### src/rtl/conv_transpose2d_stream.sv
// rtl/conv_transpose2d_stream.sv - streaming single-channel transposed 2D convolution engine
//
// Purpose:
//   Accepts an IN_ROWS x IN_COLS feature map as a raster-order pixel stream.
//   Each pixel is multiplied by every kernel tap and scattered into an
//   OUT_ROWS x OUT_COLS accumulator array. The finished map is drained in
//   raster order after bias add, arithmetic right shift and saturation.
//
// Ports:
//   clk                rising-edge clock
//   rst_n              asynchronous active-low reset
//   kw_en/kw_addr/kw_data
//                      kernel tap write (addr < NTAPS) or bias write (addr == NTAPS)
//   kw_busy            high while writes are dropped (SCATTER, DRAIN)
//   in_valid/in_ready/in_data
//                      input pixel stream, raster order
//   out_valid/out_ready/out_data/out_last
//                      output pixel stream, out_last with the final pixel

module conv_transpose2d_stream #(
  parameter int IN_ROWS     = 4,
  parameter int IN_COLS     = 4,
  parameter int KERNEL_ROWS = 3,
  parameter int KERNEL_COLS = 3,
  parameter int STRIDE      = 2,
  parameter int DATA_SIZE   = 8,
  parameter int ACC_W       = 20,
  parameter int FRAC_BITS   = 0
) (
  input  logic                                            clk,
  input  logic                                            rst_n,
  input  logic                                            kw_en,
  input  logic [$clog2(KERNEL_ROWS*KERNEL_COLS+1)-1:0]    kw_addr,
  input  logic [DATA_SIZE-1:0]                            kw_data,
  output logic                                            kw_busy,
  input  logic                                            in_valid,
  output logic                                            in_ready,
  input  logic [DATA_SIZE-1:0]                            in_data,
  output logic                                            out_valid,
  input  logic                                            out_ready,
  output logic [DATA_SIZE-1:0]                            out_data,
  output logic                                            out_last
);

  localparam int OUT_ROWS = (IN_ROWS - 1) * STRIDE + KERNEL_ROWS;
  localparam int OUT_COLS = (IN_COLS - 1) * STRIDE + KERNEL_COLS;
  localparam int NTAPS    = KERNEL_ROWS * KERNEL_COLS;
  localparam int OUT_N    = OUT_ROWS * OUT_COLS;
  localparam int KW_AW    = $clog2(NTAPS + 1);
  localparam int CW       = 16;
  localparam int PW       = 2 * DATA_SIZE;
  // Headroom for the bias add and the pre-shift left shift of the bias.
  localparam int SW       = ACC_W + FRAC_BITS + 2;

  localparam logic signed [SW-1:0] SAT_MAX = {{(SW-DATA_SIZE+1){1'b0}}, {(DATA_SIZE-1){1'b1}}};
  localparam logic signed [SW-1:0] SAT_MIN = ~SAT_MAX;

  typedef enum logic [1:0] {
    S_CLEAR   = 2'd0,
    S_ACCEPT  = 2'd1,
    S_SCATTER = 2'd2,
    S_DRAIN   = 2'd3
  } state_t;

  state_t r_state;
  state_t w_next;

  logic signed [DATA_SIZE-1:0] r_kern [NTAPS];
  logic signed [DATA_SIZE-1:0] r_bias;
  logic signed [DATA_SIZE-1:0] r_pix;
  logic signed [ACC_W-1:0]     r_acc [OUT_N];

  logic [CW-1:0] r_clr_idx;
  logic [CW-1:0] r_in_row;
  logic [CW-1:0] r_in_col;
  logic [CW-1:0] r_kr;
  logic [CW-1:0] r_kc;
  logic [CW-1:0] r_out_idx;
  logic          r_out_valid;
  logic          r_out_last;
  logic [DATA_SIZE-1:0] r_out_data;

  logic                        w_clr_done;
  logic                        w_last_tap;
  logic                        w_last_pix;
  logic [CW-1:0]               w_tap_idx;
  logic [CW-1:0]               w_acc_addr;
  logic [CW-1:0]               w_rd_idx;
  logic [CW-1:0]               w_acc_raddr;
  logic [CW-1:0]               w_acc_waddr;
  logic                        w_acc_we;
  logic signed [ACC_W-1:0]     w_acc_rd;
  logic signed [ACC_W-1:0]     w_acc_wdata;
  logic signed [DATA_SIZE-1:0] w_tap;
  logic signed [PW-1:0]        w_prod;
  logic signed [ACC_W-1:0]     w_prod_ext;
  logic signed [SW-1:0]        w_sum;
  logic signed [SW-1:0]        w_shr;
  logic [DATA_SIZE-1:0]        w_sat;

  assign w_clr_done = (r_clr_idx == CW'(OUT_N - 1));
  assign w_last_tap = (r_kr == CW'(KERNEL_ROWS - 1)) && (r_kc == CW'(KERNEL_COLS - 1));
  assign w_last_pix = (r_in_row == CW'(IN_ROWS - 1)) && (r_in_col == CW'(IN_COLS - 1));
  assign w_tap_idx  = CW'(r_kr * KERNEL_COLS + r_kc);
  assign w_acc_addr = CW'((r_in_row * STRIDE + r_kr) * OUT_COLS + r_in_col * STRIDE + r_kc);

  // During DRAIN the read index runs one ahead of the presented beat so the
  // next output can be loaded on the same edge that retires the current one.
  assign w_rd_idx    = r_out_valid ? (r_out_idx + CW'(1)) : r_out_idx;
  assign w_acc_raddr = (r_state == S_DRAIN) ? w_rd_idx : w_acc_addr;

  assign w_acc_we    = (r_state == S_CLEAR) || (r_state == S_SCATTER);
  assign w_acc_waddr = (r_state == S_CLEAR) ? r_clr_idx : w_acc_addr;
  assign w_prod      = r_pix * w_tap;
  assign w_prod_ext  = ACC_W'(w_prod);
  assign w_acc_wdata = (r_state == S_CLEAR) ? '0 : (w_acc_rd + w_prod_ext);

  assign w_sum = SW'(w_acc_rd) + (SW'(r_bias) <<< FRAC_BITS);
  assign w_shr = w_sum >>> FRAC_BITS;
  assign w_sat = (w_shr > SAT_MAX) ? SAT_MAX[DATA_SIZE-1:0] :
                 (w_shr < SAT_MIN) ? SAT_MIN[DATA_SIZE-1:0] : w_shr[DATA_SIZE-1:0];

  assign in_ready  = (r_state == S_ACCEPT);
  assign kw_busy   = (r_state == S_SCATTER) || (r_state == S_DRAIN);
  assign out_valid = r_out_valid;
  assign out_data  = r_out_data;
  assign out_last  = r_out_last;

  always_comb begin
    w_tap = '0;
    for (int t = 0; t < NTAPS; t++) begin
      if (w_tap_idx == CW'(t)) w_tap = r_kern[t];
    end
  end

  always_comb begin
    w_acc_rd = '0;
    for (int i = 0; i < OUT_N; i++) begin
      if (w_acc_raddr == CW'(i)) w_acc_rd = r_acc[i];
    end
  end

  always_ff @(posedge clk or negedge rst_n) begin
    if (!rst_n) r_state <= S_CLEAR;
    else        r_state <= w_next;
  end

  always_comb begin
    w_next = r_state;
    case (r_state)
      S_CLEAR:   if (w_clr_done) w_next = S_ACCEPT;
      S_ACCEPT:  if (in_valid) w_next = S_SCATTER;
      S_SCATTER: if (w_last_tap) w_next = w_last_pix ? S_DRAIN : S_ACCEPT;
      S_DRAIN:   if (r_out_valid && out_ready && r_out_last) w_next = S_CLEAR;
      default:   w_next = S_CLEAR;
    endcase
  end

  // Accumulators carry no reset; CLEAR sweeps them before every frame.
  always_ff @(posedge clk) begin
    for (int i = 0; i < OUT_N; i++) begin
      if (w_acc_we && (w_acc_waddr == CW'(i))) r_acc[i] <= w_acc_wdata;
    end
  end

  always_ff @(posedge clk or negedge rst_n) begin
    if (!rst_n) begin
      for (int t = 0; t < NTAPS; t++) r_kern[t] <= '0;
      r_bias <= '0;
    end else if (kw_en && ((r_state == S_CLEAR) || (r_state == S_ACCEPT))) begin
      for (int t = 0; t < NTAPS; t++) begin
        if (kw_addr == KW_AW'(t)) r_kern[t] <= kw_data;
      end
      if (kw_addr == KW_AW'(NTAPS)) r_bias <= kw_data;
    end
  end

  always_ff @(posedge clk or negedge rst_n) begin
    if (!rst_n) begin
      r_clr_idx   <= '0;
      r_in_row    <= '0;
      r_in_col    <= '0;
      r_kr        <= '0;
      r_kc        <= '0;
      r_pix       <= '0;
      r_out_idx   <= '0;
      r_out_valid <= 1'b0;
      r_out_last  <= 1'b0;
      r_out_data  <= '0;
    end else begin
      case (r_state)
        S_CLEAR: begin
          r_clr_idx <= w_clr_done ? '0 : (r_clr_idx + CW'(1));
        end
        S_ACCEPT: begin
          if (in_valid) r_pix <= in_data;
        end
        S_SCATTER: begin
          // Tap counters wrap into the input position counters, which then
          // name the next pixel to arrive.
          if (r_kc == CW'(KERNEL_COLS - 1)) begin
            r_kc <= '0;
            if (r_kr == CW'(KERNEL_ROWS - 1)) begin
              r_kr <= '0;
              if (r_in_col == CW'(IN_COLS - 1)) begin
                r_in_col <= '0;
                r_in_row <= (r_in_row == CW'(IN_ROWS - 1)) ? '0 : (r_in_row + CW'(1));
              end else begin
                r_in_col <= r_in_col + CW'(1);
              end
            end else begin
              r_kr <= r_kr + CW'(1);
            end
          end else begin
            r_kc <= r_kc + CW'(1);
          end
        end
        S_DRAIN: begin
          if (!r_out_valid || (out_ready && !r_out_last)) begin
            r_out_valid <= 1'b1;
            r_out_idx   <= w_rd_idx;
            r_out_data  <= w_sat;
            r_out_last  <= (w_rd_idx == CW'(OUT_N - 1));
          end else if (out_ready) begin
            r_out_valid <= 1'b0;
            r_out_last  <= 1'b0;
            r_out_idx   <= '0;
          end
        end
        default: ;
      endcase
    end
  end

endmodule

### config.mk
export PLATFORM = sky130hd
export DESIGN_NAME = conv_transpose2d_stream
export DESIGN_NICKNAME = d
export VERILOG_FILES = /design/src/rtl/conv_transpose2d_stream.sv
export SDC_FILE = /design/constraint.sdc
export NUM_CORES = 2
export LEC_CHECK = 0
export ABC_AREA = 1
export ABC_CLOCK_PERIOD_IN_PS = 20300
export CAP_MARGIN = 10
export CELL_PAD_IN_SITES_DETAIL_PLACEMENT = 2
export CELL_PAD_IN_SITES_GLOBAL_PLACEMENT = 2
export CORE_MARGIN = 4
export CORE_UTILIZATION = 44
export CTS_BUF_LIST = sky130_fd_sc_hd__clkbuf_16
export CTS_CLUSTER_SIZE = 14
export DETAILED_ROUTE_END_ITERATION = 10
export GPL_ROUTABILITY_DRIVEN = 0
export MAX_ROUTING_LAYER = met4
export PLACE_DENSITY = 0.78
export REMOVE_ABC_BUFFERS = 1
export SETUP_SLACK_MARGIN = 0.5
export SLEW_MARGIN = 20
export SYNTH_ARGS = -nofsm -noshare
export SYNTH_HDL_FRONTEND = slang
export SYNTH_SLANG_ARGS = --single-unit
### constraint.sdc
create_clock -name clk -period 20.3 [get_ports clk]
set_input_delay 5.075 -clock clk [delete_from_list [all_inputs] [get_ports clk]]
set_output_delay 5.075 -clock clk [all_outputs]
set_load 0.03 [all_outputs]
==> flow_metrics.env <==
export IMPL_grt_pass1_wl_mm=455
export IMPL_min_path_type="flop to flop"
export IMPL_drt_total_wl_mm=310
export IMPL_fmax_mhz=54.4
export IMPL_post_cts_buffers=0
export IMPL_path_common_cell="nor2_1"
export IMPL_drt_iter0_drc=5647
export IMPL_criticalPathCategory="flop to flop"
export IMPL_path_clk_slew_ps=60
export IMPL_slew_violations=0
export IMPL_area_growth_pct=13.8
export IMPL_clock_sinks=1816
export IMPL_placedInstanceArea_um2=83900
export IMPL_status="finished clean"
export IMPL_async_flop_share_pct=10.8
export IMPL_first_pass_iters=6
export IMPL_stdcell_area_um2=90500
export IMPL_clockRootBuffer="clkbuf_16"
export IMPL_end_kind="flop"
export IMPL_drc=0
export IMPL_antenna_found_initial=2
export IMPL_worst_pin_slew_ps=1240
export IMPL_max_slew_margin_pct=17.4
export IMPL_drv_cap=0
export IMPL_final_antenna_net_count=0
export IMPL_dr_total_vias=59065
export IMPL_die_area_um2=188000
export IMPL_clockBufferDepth=3
export IMPL_initial_utilization_pct=44.4
export IMPL_synth_area_um2=79600
export IMPL_finalCritPeriodShare_pct=90.6
export IMPL_min_path_cells=2
export IMPL_overflow=0
export IMPL_r2r_setup_slack_ps=1900
export IMPL_htree_num_levels=4
export IMPL_finalClockSkew_ps=73.1
export IMPL_critPathSlowestCell="buf_4"
export IMPL_crit_required_ps=20820
export IMPL_portBuffers=36
export IMPL_vias_per_cell=5.97
export IMPL_fin_util_pct=50.5
export IMPL_grt_max_degree=82
export IMPL_wl_per_cell_um=31.3
export IMPL_nets=7651
export IMPL_cts_tree="done"
export IMPL_ys_ff_latch=1816
export IMPL_cts_hold_buffers=0
export IMPL_dp_hpwl_mm=183
export IMPL_fin_crit_ps=18400
export IMPL_clk_latency_ps=890
export IMPL_final_layout_size_suffix_gt1_share_pct=7.97
export IMPL_setup_viol=0
export IMPL_core_area_um2=179000
export IMPL_cts_made_buffers=194
export IMPL_worstPathArrival_ps=18910
export IMPL_grt_pass1_vias=66513
export IMPL_yosysSeqAreaShare_pct=67.3
export IMPL_die_h_um=433
export IMPL_rsz0062_at_grt="no"
export IMPL_avgSynthCellArea_um2=11.2
export IMPL_setup_tns_final_ps=0
export IMPL_worst_path_max_fanout=81
export IMPL_ys_types=62
export IMPL_ios=37
export IMPL_synth_cells=7121
export IMPL_worstSetupStartpointType="flop"
export IMPL_ys_flop_type="edfxtp_1"
export IMPL_synth_edff_count=1620
export IMPL_post_cts_resize_count=0
export IMPL_final_hold_viol_count=0
export IMPL_ys_warn_count=0
export IMPL_reg2regPathDepth=98
export IMPL_cp_slowest_stage_delay_ps=710
export IMPL_fp_row_count=155
export IMPL_worst_hold_slack_ps=484
export IMPL_gr_usage_all_layers_pct=33.8
export IMPL_chipWidth_um=433
## worst paths after layout
| path | start | to |
|---|---|---|
| setup / recovery | r_kr[1] | r_acc[0][139] |
| hold / removal | r_kern[70] | r_kern[70] |
| setup reg to reg | r_kr[1] | r_acc[0][139] |
| hold reg to reg | r_kern[70] | r_kern[70] |
| max in group asynchronous | rst_n | r_kern[43] |
| min in group asynchronous | rst_n | r_kr[12] |
## cells in the mapped netlist, drive strengths merged, types with 3 or more instances
master | number | area, um^2
ha | 154 | 1930
fa | 100 | 2000
clkinv | 16 | 60.1
a21o | 5 | 37.5
nor3 | 62 | 347
nand3 | 151 | 766
edfxtp | 1620 | 48600
a22o | 8 | 70.1
dfrtp | 196 | 4900
a31oi | 8 | 50.1
nand3b | 4 | 30.0
o21bai | 13 | 97.6
and2 | 3 | 18.8
clkbuf | 134 | 503
o2111ai | 5 | 43.8
o21ai | 178 | 891
or2 | 17 | 106
a2111oi | 3 | 26.3
or4 | 3 | 22.5
nand2 | 1626 | 6140
nor2 | 1084 | 4120
xnor2 | 28 | 245
inv | 826 | 3110
a211oi | 4 | 30.0
nand4 | 405 | 2530
o22ai | 16 | 100
nor4 | 25 | 156
buf | 22 | 149
a21oi | 281 | 1410
and3 | 8 | 50.1
xor2 | 87 | 762
o211ai | 14 | 105
## state kept, by name, indices dropped and copies added (netlist names)
name       flops
out_valid      1
r_kr          16
out_last       1
r_kern        72
r_in_row      16
r_state        2
r_bias         8
r_clr_idx     16
r_pix          8
r_in_col      16
r_out_idx     16
r_acc       1620
out_data       8
r_kc          16
## placed cells by master, fill, tap and decap left out, types with 162 or more instances in the layout
| cell type | synthesis | layout |
|---|---|---|
| o21ai_0 | 165 | 165 |
| nor2_1 | 1076 | 989 |
| dfrtp_1 | 196 | 196 |
| edfxtp_1 | 1620 | 1620 |
| inv_1 | 807 | 855 |
| buf_4 | 2 | 162 |
| a21oi_1 | 280 | 273 |
| clkbuf_16 | 0 | 198 |
| nand2_1 | 1620 | 1619 |
| nand4_1 | 405 | 405 |
## kinds of logic (layout without fill, tap and decap cells)
kind of cell | count (synthesis) | in the layout | share of synthesized area (%)
AND/OR/NAND/NOR | 3390 | 3390 | 18.0
XOR/XNOR | 115 | 115 | 1.27
AO/OA/AOI/OAI | 548 | 548 | 3.73
adder cells (fa/ha/maj) | 254 | 254 | 4.94
buffers and inverters | 998 | 1414 | 4.80
flip-flops | 1816 | 1816 | 67.3
other | 0 | 2 | 0
## layout make-up
class	count	area, um^2
Fill cell	17751	88700
Sequential cell	1816	53600
Multi-Input combinational cell	4307	22700
Clock buffer	198	4950
Inverter	842	3170
Tap cell	2355	2950
Timing Repair Buffer	211	1750
Clock inverter	163	1450
Antenna cell	2	5.00
## per-layer routing
metal | vias up | wire (um) | GRT usage (%)
li1 | 24673 | - | -
met1 | 31023 | 116000 | 38.4
met2 | 2492 | 163000 | 59.6
met3 | 877 | 16400 | 4.37
met4 | 0 | 15000 | 15.2
met5 | - | 0 | -
## through the flow
stage	std cells	worst slack, ps
3_5_place_dp	9528	2950
3_3_place_gp	9528	4050
5_1_grt	9894	533
6_report	9894	1900
2_1_floorplan	6965	5050
4_1_cts	9889	2040
## worst max-delay path: cells and delay by family (launching register included)
| kind | cells | cell delay, ps |
|---|---|---|
| AOI/OAI and AO/OA | 21 | 4490 |
| xor gates and xnor gates | 2 | 550 |
| adders and majority gates | 7 | 2320 |
| buffers and inverters | 12 | 1630 |
| DFF | 1 | 510 |
| and+or+nand+nor | 56 | 8380 |
Power is left out: the tool's default activity adds up to more than one toggle a clock period on the data nets, which glitch-free logic cannot reach.
